==> config.mk <==
export PLATFORM = sky130hd
export DESIGN_NAME = mem_arbiter
export DESIGN_NICKNAME = d
export VERILOG_FILES = /design/src/rtl/mem_arbiter.sv
export SDC_FILE = /design/constraint.sdc
export NUM_CORES = 1
export LEC_CHECK = 0
export CORE_ASPECT_RATIO = 1.1
export CORE_MARGIN = 2
export CORE_UTILIZATION = 25
export DETAILED_ROUTE_END_ITERATION = 16
export HOLD_SLACK_MARGIN = 0.08
export PLACE_DENSITY_LB_ADDON = 0.3
export SLEW_MARGIN = 0
export SYNTH_ARGS = -nofsm -noshare
export SYNTH_HDL_FRONTEND = slang
export SYNTH_SLANG_ARGS = --single-unit
==> constraint.sdc <==
create_clock -name clk_in -period 3.6 [get_ports clk_in]
set_input_delay 0.72 -clock clk_in [delete_from_list [all_inputs] [get_ports clk_in]]
set_output_delay 0.72 -clock clk_in [all_outputs]
set_load 0.01 [all_outputs]
==> src/rtl/mem_arbiter.sv <==
// mem_arbiter
//   Shares the single byte-wide RAM/IO port among N_CH requesters. Each
//   requester posts one 1-, 2- or 4-byte little-endian read or write. The
//   winning request is serialised one byte per cycle onto mem_a/mem_dout/mem_wr.
//   Read bytes return one cycle after issue and are assembled into rdata.
//   Completion is signalled by a one-cycle done pulse.
//
//   Build option: define MEM_ARB_RR_EN for round-robin arbitration. When it is
//   undefined, fixed priority is used and channel 0 has the highest priority.
//
// Ports
//   clk_in, rst_n_in     clock, asynchronous active-low reset
//   rdy_in               global ready; low freezes all state
//   req_valid/req_wr     per-channel request and write flag
//   req_size             2 bits per channel: 0=1B, 1=2B, 2/3=4B
//   req_addr/req_wdata   per-channel start address and write data
//   flush_in             per-channel read abort
//   done, rdata          completion pulse and zero-extended read data
//   busy                 a transfer is in progress
//   mem_din/mem_dout     RAM/IO read byte / write byte
//   mem_a, mem_wr        byte address and write strobe
//   io_buffer_full       IO sink cannot accept a write this cycle
module mem_arbiter #(
   parameter int N_CH   = 2,
   parameter int ADDR_W = 32   // must be >= 18 so the IO window bits exist
) (
   input  logic                   clk_in,
   input  logic                   rst_n_in,
   input  logic                   rdy_in,
   input  logic [N_CH-1:0]        req_valid,
   input  logic [N_CH-1:0]        req_wr,
   input  logic [2*N_CH-1:0]      req_size,
   input  logic [ADDR_W*N_CH-1:0] req_addr,
   input  logic [32*N_CH-1:0]     req_wdata,
   input  logic [N_CH-1:0]        flush_in,
   output logic [N_CH-1:0]        done,
   output logic [31:0]            rdata,
   output logic                   busy,
   input  logic [7:0]             mem_din,
   output logic [7:0]             mem_dout,
   output logic [ADDR_W-1:0]      mem_a,
   output logic                   mem_wr,
   input  logic                   io_buffer_full
);

   localparam int IDX_W = $clog2(N_CH);

   typedef enum logic [1:0] {IDLE = 2'd0, RD = 2'd1, WR = 2'd2} state_t;

   state_t            state, state_nxt;
   logic [IDX_W-1:0]  owner;
   logic [ADDR_W-1:0] base_addr;
   logic [31:0]       wdata_q;
   logic [2:0]        len;        // transfer length in bytes: 1, 2 or 4
   logic [2:0]        cnt;        // bytes issued so far
   logic [ADDR_W-1:0] byte_addr;
   logic [7:0]        wr_byte;
   logic [1:0]        cap_lane;   // lane of the byte issued last cycle
   logic              io_stall;
   logic              complete;
   logic              abort;

   logic [N_CH-1:0]   eligible;
   logic              grant_any;
   logic [IDX_W-1:0]  grant_idx;

   // Per-channel views of the flattened request buses.
   logic [1:0]        size_ch  [N_CH];
   logic [ADDR_W-1:0] addr_ch  [N_CH];
   logic [31:0]       wdata_ch [N_CH];

   for (genvar i = 0; i < N_CH; i++) begin : g_unpack
      assign size_ch[i]  = req_size[2*i +: 2];
      assign addr_ch[i]  = req_addr[ADDR_W*i +: ADDR_W];
      assign wdata_ch[i] = req_wdata[32*i +: 32];
   end

   function automatic logic [2:0] size_to_len(input logic [1:0] size);
      case (size)
         2'd0:    return 3'd1;
         2'd1:    return 3'd2;
         default: return 3'd4;   // reserved encoding behaves as 4 bytes
      endcase
   endfunction

   // A channel finishing this cycle sits out one arbitration round.
   assign eligible  = req_valid & ~flush_in & ~done;
   assign byte_addr = base_addr + ADDR_W'(cnt);   // wraps modulo 2^ADDR_W
   assign wr_byte   = wdata_q[{cnt[1:0], 3'b000} +: 8];
   assign cap_lane  = cnt[1:0] - 2'd1;
   assign io_stall  = (state == WR) && (byte_addr[17:16] == 2'b11) && io_buffer_full;

`ifdef MEM_ARB_RR_EN
   logic [IDX_W-1:0] last_grant;
   logic [IDX_W-1:0] cand;

   always_comb begin
      grant_any = 1'b0;
      grant_idx = '0;
      cand      = '0;
      for (int off = 0; off < N_CH; off++) begin
         cand = IDX_W'((int'(last_grant) + 1 + off) % N_CH);
         if (!grant_any && eligible[cand]) begin
            grant_any = 1'b1;
            grant_idx = cand;
         end
      end
   end

   always_ff @(posedge clk_in or negedge rst_n_in) begin
      if (!rst_n_in)
         last_grant <= IDX_W'(N_CH - 1);
      else if (rdy_in && (state == IDLE) && grant_any)
         last_grant <= grant_idx;
   end
`else
   // NOTE: every variable driven here gets a default first so no path infers a latch.
   always_comb begin
      grant_any = 1'b0;
      grant_idx = '0;
      // Scan downward so the lowest eligible index is the last one written.
      for (int i = N_CH - 1; i >= 0; i--) begin
         if (eligible[i]) begin
            grant_any = 1'b1;
            grant_idx = IDX_W'(i);
         end
      end
   end
`endif

   // State register
   // NOTE: sequential state is updated with non-blocking assignments only.
   always_ff @(posedge clk_in or negedge rst_n_in) begin
      if (!rst_n_in)
         state <= IDLE;
      else if (rdy_in)
         state <= state_nxt;
   end

   // Next-state logic
   always_comb begin
      state_nxt = state;
      complete  = 1'b0;
      abort     = 1'b0;
      unique case (state)
         IDLE: if (grant_any) state_nxt = req_wr[grant_idx] ? WR : RD;
         RD: begin
            if (flush_in[owner]) begin
               abort     = 1'b1;
               state_nxt = IDLE;
            end else if (cnt == len) begin
               // The final cycle issues nothing; it only captures the last byte.
               complete  = 1'b1;
               state_nxt = IDLE;
            end
         end
         WR: begin
            if (!io_stall && (cnt == len - 3'd1)) begin
               complete  = 1'b1;
               state_nxt = IDLE;
            end
         end
         default: state_nxt = IDLE;
      endcase
   end

   // Bus outputs. They are decoded from frozen state, so a paused bus holds
   // its address, while the write strobe is qualified by rdy_in.
   always_comb begin
      mem_a    = '0;
      mem_dout = '0;
      mem_wr   = 1'b0;
      busy     = (state != IDLE);
      unique case (state)
         RD: if (cnt < len) mem_a = byte_addr;
         WR: begin
            if (!io_stall) begin
               mem_a    = byte_addr;
               mem_dout = wr_byte;
               mem_wr   = rdy_in;
            end
         end
         default: ;
      endcase
   end

   // Request latch, byte counter, read assembly and completion pulse.
   always_ff @(posedge clk_in or negedge rst_n_in) begin
      if (!rst_n_in) begin
         owner     <= '0;
         base_addr <= '0;
         wdata_q   <= '0;
         len       <= 3'd1;
         cnt       <= '0;
         done      <= '0;
         rdata     <= '0;
      end else if (rdy_in) begin
         done <= '0;
         unique case (state)
            IDLE: begin
               if (grant_any) begin
                  owner     <= grant_idx;
                  base_addr <= addr_ch[grant_idx];
                  wdata_q   <= wdata_ch[grant_idx];
                  len       <= size_to_len(size_ch[grant_idx]);
                  cnt       <= '0;
                  rdata     <= '0;
               end
            end
            RD: begin
               if (abort) begin
                  rdata <= '0;
               end else begin
                  if (cnt != 3'd0) rdata[{cap_lane, 3'b000} +: 8] <= mem_din;
                  if (!complete) cnt <= cnt + 3'd1;
               end
            end
            WR: if (!io_stall) cnt <= cnt + 3'd1;
            default: ;
         endcase
         if (complete) done[owner] <= 1'b1;
      end
   end

endmodule

# ---- Word-level counts from Yosys, hierarchy flattened
# Cells that the tools add are included.
# W data, S select, Z words.
dict set report word_totals {
  register_bits 107
  in_bits 150
  elab_cells 103
}
dict set report op_classes {
  add_sub_neg 5
  magnitude_cmp 5
  eq_ne 13
  mux 49
  reduce_logical 15
  bitwise_logic 5
  n_shift 3
}
# op n
set op_table {}
lappend op_table {{$mux W32} 11}
lappend op_table {{$pmux W32 S2} 2}
lappend op_table {{$add A32 B3 Y32} 1}
lappend op_table {{$bwmux W32} 1}
lappend op_table {{$shift A8 B7 Y32 const A} 1}
lappend op_table {{$shiftx A32 B6 Y8} 1}
lappend op_table {{$shiftx A8 B7 Y32} 1}
lappend op_table {{$mux W2} 9}
lappend op_table {{$mux W8} 2}
lappend op_table {{$mux W1} 15}
lappend op_table {{$mux W3} 4}
lappend op_table {{$pmux W3 S3} 1}
lappend op_table {{$ne A2 B2 Y1 const B} 4}
lappend op_table {{$reduce_and A4 Y1} 2}
lappend op_table {{$neg A5 Y7} 1}
lappend op_table {{$eq A3 B3 Y1} 2}
lappend op_table {{$ne A3 B3 Y1 const B} 2}
lappend op_table {{$pmux W2 S3} 1}
lappend op_table {{$pmux W3 S2} 1}
lappend op_table {{$reduce_and A6 Y1} 1}
lappend op_table {{$reduce_bool A3 Y1} 2}
lappend op_table {{$and A2 B2 Y2} 2}
lappend op_table {{$eq A2 B1 Y1 const B} 2}
lappend op_table {{$eq A2 B2 Y1 const B} 2}
lappend op_table {{17 further kinds} 24}

# ---- Logic depth before layout (Yosys ltp)
# Gate-level depths: netlist of the first run.
dict set report depth {
  word_depth 11
  ltp_mapped 10
}

# ---- Worst setup path before layout of the first run
# Ideal clock, no wire load.
dict set report synth_timing {
  path_type {flip-flop to output port}
  startpoint {register cnt[0]}
  endpoint {output port mem_a[10]}
  path_stages_with_launch 11
  t_arrival_ps 2470
  path_slack_ps 410
  path_buffers 1
  path_cell_list {dfrtp_1 ha_1 fa_1 a21o_1 nand4b_2 o21a_2 o221ai_4 nand2_1 a21bo_2 buf_2 nor2_1}
}
dict set report synth_between {
  elab_chain_cells 6
}
# element line
set synth_lines {}
lappend synth_lines {{start, declared} 55} ;# logic [2:0] cnt;
lappend synth_lines {{start signal, assigned} 215} ;# if (!complete) cnt <= cnt + 3'd1;
lappend synth_lines {{start signal, assigned} 218} ;# WR: if (!io_stall) cnt <= cnt + 3'd1;
lappend synth_lines {{$add A32 B3 Y32} 88} ;# assign byte_addr = base_addr + ADDR_W'(cnt);
lappend synth_lines {{$eq A2 B2 Y1} 91} ;# assign io_stall = (state == WR) && (byte_addr[17:16] == 2'b11) && io_buffer_full;
lappend synth_lines {{$logic_and A1 B1 Y1 (2 in a row)} 91}
lappend synth_lines {{$mux W32} 177} ;# if (!io_stall) begin
lappend synth_lines {{$pmux W32 S2 *} 174} ;# unique case (state)
lappend synth_lines {{end, declared} 41} ;# output logic [ADDR_W-1:0] mem_a,
# Every way passes the cells marked *; elsewhere a longest branch is shown, timed or not.

# ---- Final worst setup path of the first run
dict set report layout_timing {
  startpoint {register base_addr[1]}
  endpoint {output port mem_a[2]}
}
dict set report layout_between {
  elab_chain_cells 6
}
# element line
set layout_lines {}
lappend layout_lines {{start, declared} 52} ;# logic [ADDR_W-1:0] base_addr;
lappend layout_lines {{start signal, assigned} 203} ;# base_addr <= addr_ch[grant_idx];
lappend layout_lines {{$add A32 B3 Y32 *} 88}
lappend layout_lines {{$eq A2 B2 Y1} 91}
lappend layout_lines {{$logic_and A1 B1 Y1 (2 in a row)} 91}
lappend layout_lines {{$mux W32} 177}
lappend layout_lines {{$pmux W32 S2 *} 174}
# Marks and branches as above.

==> results of run 1 <==
path summary, 6_finish.rpt:
path                                     startpoint                     to  cells after the start
max                        base_addr[1]$_DFFE_PN0P_               mem_a[2]                     10
min                                        rst_n_in  rdata[14]$_DFFE_PN0P_                      1
max reg2reg                base_addr[1]$_DFFE_PN0P_     cnt[2]$_DFFE_PN0P_                     11
min reg2reg                   rdata[31]$_DFFE_PN0P_  rdata[31]$_DFFE_PN0P_                      2
max in group asynchronous                  rst_n_in     len[0]$_DFFE_PN1P_                      2
min in group clk_in           rdata[31]$_DFFE_PN0P_  rdata[31]$_DFFE_PN0P_                      2
power by group:
group          internal [mW]  switching [mW]  leakage, nW
Sequential              1.62           0.330         1.29
Clock                  0.505           0.489        0.141
Combinational           1.34            1.48         2.69
synth_stat cells (8+ instances only):
cell	count	area [µm²]
o31ai_1	8	60.1
nor2_1	117	439
a21oi_1	68	340
nand3_1	13	65.1
nand2_1	63	236
mux4_2	8	180
o21ai_0	19	95.1
clkbuf_1	18	67.6
xnor2_1	17	149
dfrtp_1	106	2650
and3_1	15	93.8
xor2_1	14	123
ha_1	17	213
a32o_1	8	80.1
mux2i_1	69	691
inv_1	18	67.6
buf_2	8	40.0
logic make-up after synthesis:
kind of cell / synth area share
simple gates: 0.174
flops: 0.436
mux: 0.144
compound gates: 0.130
xor+xnor: 0.0442
fa+ha+maj: 0.0379
buf+inv: 0.0334
layer usage:
layer  vias up  GRT usage
met2       124      0.245
met4         0     0.0399
li1       2716          -
met5         -          0
met1      2524      0.171
met3        14     0.0268
sequential cells by signal, indices dropped and copies added, names as in the netlist:
signal / count
base_addr: 32
rdata: 32
wdata_q: 32
cnt: 3
len: 3
done: 2
state: 2
owner: 1
cell type report:
| class | count | area [µm²] |
|---|---|---|
| multi-input combinational | 491 | 3340 |
| inverter | 18 | 67.6 |
| clock inverter | 6 | 57.6 |
| timing repair buffer | 252 | 2350 |
| antenna | 1 | 2.50 |
| sequential | 107 | 2680 |
| tap | 310 | 388 |
| clock buffer | 10 | 239 |
| fill | 2541 | 15200 |
metrics by stage:
step	std cells	total power [mW]	instance area, µm²	worst slack, ns	TNS [ns]
after floorplan	648	3.63	6140	0.410	0
after global placement	1173	4.80	8870	0.130	0
after detailed placement	1173	4.82	8870	0.0238	0
after CTS	1190	5.81	9190	0.000923	0
after global routing	1195	6.23	9130	-0.0766	-1.06
final	1195	5.75	9130	0.0353	0
cells in the final DEF, fill, tap and decap left out, types with 3 or more instances in the layout:
cell type        count
a21oi_1             68
a32o_1               8
and3_1              15
buf_12               4
buf_2               29
buf_4               22
clkbuf_16           10
clkbuf_2             4
clkdlybuf4s50_1    183
dfrtp_1            106
dlygate4sd2_1        8
ha_1                15
inv_1               18
inv_8                3
mux2i_1             69
mux4_2               8
nand2_1             62
nand3_1             13
nand4_1              6
nor2_1             103
nor2_2              14
nor3_1               3
nor3b_1              3
o21ai_0             19
o21ai_1              4
o31ai_1              8
xnor2_1             17
xor2_1              14
repair_timing:
action	in CTS	in global routing
pin swaps	3	4
endpoints found under the hold margin	0	0
buffers inserted	1	3
cloned	0	1
endpoints found under the setup margin	41	32
gates resized for setup	110	48
==> summary.md, run 1 <==
| Metric | Value |
|---|---|
| Status | finished clean |
| Critical path peak fanout | 5 |
| Max-slew violations | 0 |
| Worst path buffer plus inverter count | 2 |
| Ys flop type | dfrtp_1 |
| RSZ-0062 raised after global routing | yes |
| Highest Clock Rate | around 280 MHz |
| Final hold violations | 0 |
| WL met3 | ~760 µm |
| DR WL/cell | 15.4 µm |
| Register area share after synthesis | 0.436 |
| Post-route ant nets | 0 |
| Max_slew headroom | 0.370 |
| All-Layer GR Usage | 0.138 |
| I/O Pins | about 230 |
| Drc violations | 0 |
| Layout cells sized above 1 | 0.137 |
| # H-tree levels | 3 |
| # setup viols final | 0 |
| Period minus WS final | around 3.6 ns |
| Skew-Pair Late Insertion Delay | 0.35 ns |
| Core Region | 24300 µm² |
| Family with the most delay on the worst path | compound AO/OA/AOI/OAI gates |
| Cells along the critical path | ha_4 > a211o_1 > or3b_4 > o21a_1 > o221ai_4 > nand2_2 > a21bo_4 > buf_4 > nor2_2 > buf_2 |
| Worst-Margin Slew | approximately 0.94 ns |
| Initial antenna violation count | 1 |
| CTS tree | built |
| Root Driver | clkbuf_16 |
| CTS Buf Count | 9 |
| Hold-fix buffers, CTS | 0 |
| Fin nets | 1047 |
| Post-route met1 wirelength | 8000 µm |
| Cell variety after synth | 55 |
| Iter 0 DRT Violations | 196 |
| Max_cap viols | 0 |
| Hold WC Path Type | in2async |
| Worst path max stage delay | 0.42 ns |
| Dpl hpwl | 13900 µm |
| Via Count | 5378 |
| Cell Area, Synth | 6140 µm² |
| Crit path kind | reg2out |
| EDFF count, synth | 0 |
| Core Util, Final | 0.375 |
| YS warnings | 0 |
| GPL Wtd Cong | 0.758 |
| Final worst path period share | 0.990 |
| Die width | 153 µm |
| First-pass GRT wire length | 28600 µm |
| Total wire length | 18400 µm |
| Clock Pin Slew Worst Setup and Hold Paths | about 0.08 ns |
| Largest net degree at the start of global routing | 136 |
| DR pass1 iterations | 4 |
| Synth-to-Final Area Change | 48.6% |
| Slowest cell on crit path | dfrtp_1 |
| Vias per cell | 4.50 |
| Core Rows | 60 |
| Highest Signal Layer | met4 |
| CP required | 2.88 ns |
| R2r setup slk | about 0.62 ns |
| Initial core utilization | 0.252 |
| Clock Path Buffers | 2 |
| WL met2 | roughly 9400 µm |
| Die ar. | 25800 µm² |
| #FFs+latches synth | 107 |
| Net Count, Synth | 816 |
| Critical Path AT | 2.84 ns |
| Worst setup EP type | output pin |
| LEAKAGE | 4.12 nW |
| CTS sink cnt | 107 |
| Synthesized instance count | roughly 650 |
| Async set-reset flop share out of synthesis | 1.00 |
| Die Ht | 168 µm |
| Number of global-route vias before repair | 5380 |
| Average cell area after synthesis | between 9 and 10 µm² |
| # port buffers | 225 |
| Overflow after GRT | 0 |
| Max VDD drop | 0.244 mV |
| Type of origin of the critical path | flip-flop |
| Pwr per Cell Area | 631 nW/µm² |
| Final hold slack | around 0.40 ns |
| Final clock skew | 0.0111 ns |
No activity file was read; power rests on OpenSTA's default activity.
==> run 2, diff against run 1 <==
--- a/config.mk
+++ b/config.mk
@@ -9,7 +9,7 @@
 export CORE_MARGIN = 2
 export CORE_UTILIZATION = 25
 export DETAILED_ROUTE_END_ITERATION = 16
-export HOLD_SLACK_MARGIN = 0.08
+export HOLD_SLACK_MARGIN = 0.06
 export PLACE_DENSITY_LB_ADDON = 0.3
 export SLEW_MARGIN = 0
 export SYNTH_ARGS = -nofsm -noshare
==> results of run 2 <==
Final layout, timing and power as in run 1 (identical DEF).
==> run 3, diff against run 2 <==
--- a/config.mk
+++ b/config.mk
@@ -9,6 +9,7 @@
 export CORE_MARGIN = 2
 export CORE_UTILIZATION = 25
 export DETAILED_ROUTE_END_ITERATION = 16
+export GPL_ROUTABILITY_DRIVEN = 0
 export HOLD_SLACK_MARGIN = 0.06
 export PLACE_DENSITY_LB_ADDON = 0.3
 export SLEW_MARGIN = 0
==> constraint.sdc (replaced) <==
create_clock -name clk_in -period 2.9 [get_ports clk_in]
set_input_delay 0.58 -clock clk_in [delete_from_list [all_inputs] [get_ports clk_in]]
set_output_delay 0.58 -clock clk_in [all_outputs]
set_load 0.005 [all_outputs]
==> run 3 against run 2 <==
The run now ends with negative setup slack left. Die area did not move. Core utilization grew 2.1 points. Sequential share of layout area decreased by 1.5 points. Largest power group unchanged. Worst hold slack lost 0.15 ns. Clock skew fell by 0.00099 ns. Sequential power rose by 22%. Combinational power is 43% higher. Critical path type unchanged. Global-route usage is 0.59 points higher. Non-clock buffer count rose by 43. Critical endpoint is now mem_a[13]. Total power increased by 33%.
==> summary.md, run 3 (same netlist as run 1, synthesis figures left out) <==
| Metric | Value |
|---|---|
| Hold WC Path Type | in2async |
| Highest Clock Rate | around 300 MHz |
| Top Registers | base_addr (32), rdata (32), wdata_q (32) |
| Critical path peak fanout | 7 (+2) |
| Largest net degree at the start of global routing | 77 (-43%) |
| RSZ-0062 raised after global routing | yes |
| Type of origin of the critical path | flip-flop |
| Iter 0 DRT Violations | 217 (+11%) |
| CTS sink cnt | 107 (unchanged) |
| DR pass1 iterations | 4 (unchanged) |
| DP Cell Count | 1211 (+3.2%) |
| Core Util, Final | 0.396 (+0.0209) |
| Layout cells sized above 1 | 0.214 (+0.0767) |
| # setup viols final | 42 (+42) |
| Core Region | 24300 µm² (unchanged) |
| Post-Layout Cell Count | 1238 (+3.6%) |
| Drc violations | 0 (unchanged) |
| Root Driver | clkbuf_16 |
| Critical Path AT | 2.74 ns (-0.10 ns) |
| Worst setup EP type | output pin |
| Die ar. | 25800 µm² (unchanged) |
| Max_cap viols | 0 (unchanged) |
| Initial antenna violation count | 1 (unchanged) |
| Cells along the critical path | ha_4 > a211o_1 > or3b_4 > o21a_4 > o221ai_4 > nand2_2 > a21bo_4 > clkbuf_16 > nor2_2 > buf_2 |
| # H-tree levels | 3 (unchanged) |
| Slowest cell on crit path | dfrtp_2 |
| Final worst path period share | 1.15 |
| Hold-fix buffers, CTS | 0 (unchanged) |
| Total wire length | 19400 µm (+5.3%) |
| Post-route ant nets | 0 (unchanged) |
| Clock Pin Slew Worst Setup and Hold Paths | 0.08 ns (about the same) |
| Family with the most delay on the worst path | compound AO/OA/AOI/OAI gates |
| Number of global-route vias before repair | 5619 (+4.4%) |
| CTS Buf Count | 9 (unchanged) |
| LEAKAGE | 4.35 nW (+5.7%) |
| Violated checks | negative setup slack |
| Die Ht | 168 µm (unchanged) |
| CP required | 2.32 ns (-0.56 ns) |
| Vias per cell | 4.53 (+0.58%) |
| Worst path buffer plus inverter count | 2 (unchanged) |
| CTS tree | built |
| Crit path kind | reg2out |
| Status | complete, but fails checks |
| Pwr per Cell Area | 792 nW/µm² (+26%) |
| Dpl hpwl | 14600 µm (+5.0%) |
| Final hold slack | 0.248 ns (-0.151 ns) |
| Clock Path Buffers | 2 (unchanged) |
| Skew-Pair Late Insertion Delay | 0.36 ns (about the same) |
| Max VDD drop | 0.339 mV (+39%) |
| First-pass GRT wire length | 29600 µm (+3.4%) |
| Max_slew headroom | 0.406 (+0.0359) |
| Die width | 153 µm (unchanged) |
| Fill count | 2493 (-1.9%) |
| Core Rows | 60 (unchanged) |
| Via Count | 5604 (+4.2%) |
| Most frequent cells in the layout | 183 x clkdlybuf4s50_1, 104 x dfrtp_1, 87 x nor2_1 |
| I/O Pins | 226 (unchanged) |
| DR WL/cell | 15.7 µm (+1.7%) |
| Final clock skew | 0.0101 ns (-0.000987 ns) |
| # port buffers | 225 (unchanged) |
| Synth-to-Final Area Change | 56.9% |
| Sequential Area | 2680 µm² (about the same) |
| Overflow after GRT | 0 (unchanged) |
| All-Layer GR Usage | 0.144 (+0.00590) |
| Initial core utilization | 0.252 (unchanged) |
| Multi-input gate area | 3500 µm² (+4.8%) |
| Worst path max stage delay | 0.43 ns (about the same) |
| Period minus WS final | ~3.3 ns |
| Max-slew violations | 0 (unchanged) |
| Most common cell after layout, fill and taps aside | clkdlybuf4s50_1 |
| Post-layout worst setup margin | -0.421 ns (-0.456 ns) |
| Final hold violations | 0 (unchanged) |
| Fin Setup TNS | -15.27 ns (-15.27 ns) |
| Fin nets | 1090 (+4.1%) |
| Worst-Margin Slew | 0.885 ns (-0.0535 ns) |
[run 3: worst paths after layout]
kind                                            start                      end  slack (ns)  cells past startpoint
worst max register to register     cnt[1]$_DFFE_PN0P_       cnt[2]$_DFFE_PN0P_       -0.04                     12
worst min-delay path                         rst_n_in    rdata[21]$_DFFE_PN0P_        0.25                      1
worst min register to register  rdata[27]$_DFFE_PN0P_    rdata[27]$_DFFE_PN0P_        0.48                      2
worst max-delay path               cnt[1]$_DFFE_PN0P_                mem_a[13]       -0.42                     10
min in group clk_in             rdata[27]$_DFFE_PN0P_    rdata[27]$_DFFE_PN0P_        0.48                      2
max in group asynchronous                    rst_n_in  wdata_q[31]$_DFFE_PN0P_        1.92                      2
[run 3: what timing repair did]
action | CTS | global route
buffers inserted | 5 | 4
setup endpoints to repair | 41 | 42
gates resized for setup | 165 | 65
cloned | 0 | 3
pin swaps | 7 | 13
[run 3: final cells by class]
| type | instances | area share |
|---|---|---|
| multi-input cells | 491 | 0.363 |
| repair buffers | 295 | 0.280 |
| flip-flops and latches | 107 | 0.278 |
| well taps | 310 | 0.0403 |
| clock buffers | 9 | 0.0234 |
| clock inverters | 7 | 0.00701 |
| inverters | 18 | 0.00701 |
| diodes | 1 | 0.000260 |
[run 3: metrics by stage]
| step | power, mW | instance area [µm²] | worst slack, ns |
|---|---|---|---|
| floorplan | 4.41 | 6140 | 0.00115 |
| global placement | 6.15 | 9170 | -0.376 |
| detailed placement | 6.18 | 9170 | -0.462 |
| CTS | 7.48 | 9500 | -0.551 |
| global route | 8.24 | 9630 | -0.520 |
| finish | 7.63 | 9630 | -0.421 |
[run 3: report_power, final]
group	leakage [nW]	total, mW	internal, mW	switching (mW)
clock	0.142	1.25	0.609	0.640
combinational	2.93	4.02	2.00	2.02
sequential	1.29	2.37	2.01	0.359
[run 3: routing by layer]
metal	GRT usage	wire (µm)	vias to the layer above
met1	0.177	8500	2663
met2	0.262	9900	117
met3	0.0211	716	12
met4	0.0443	277	0
met5	0	0	-
li1	-	-	2812
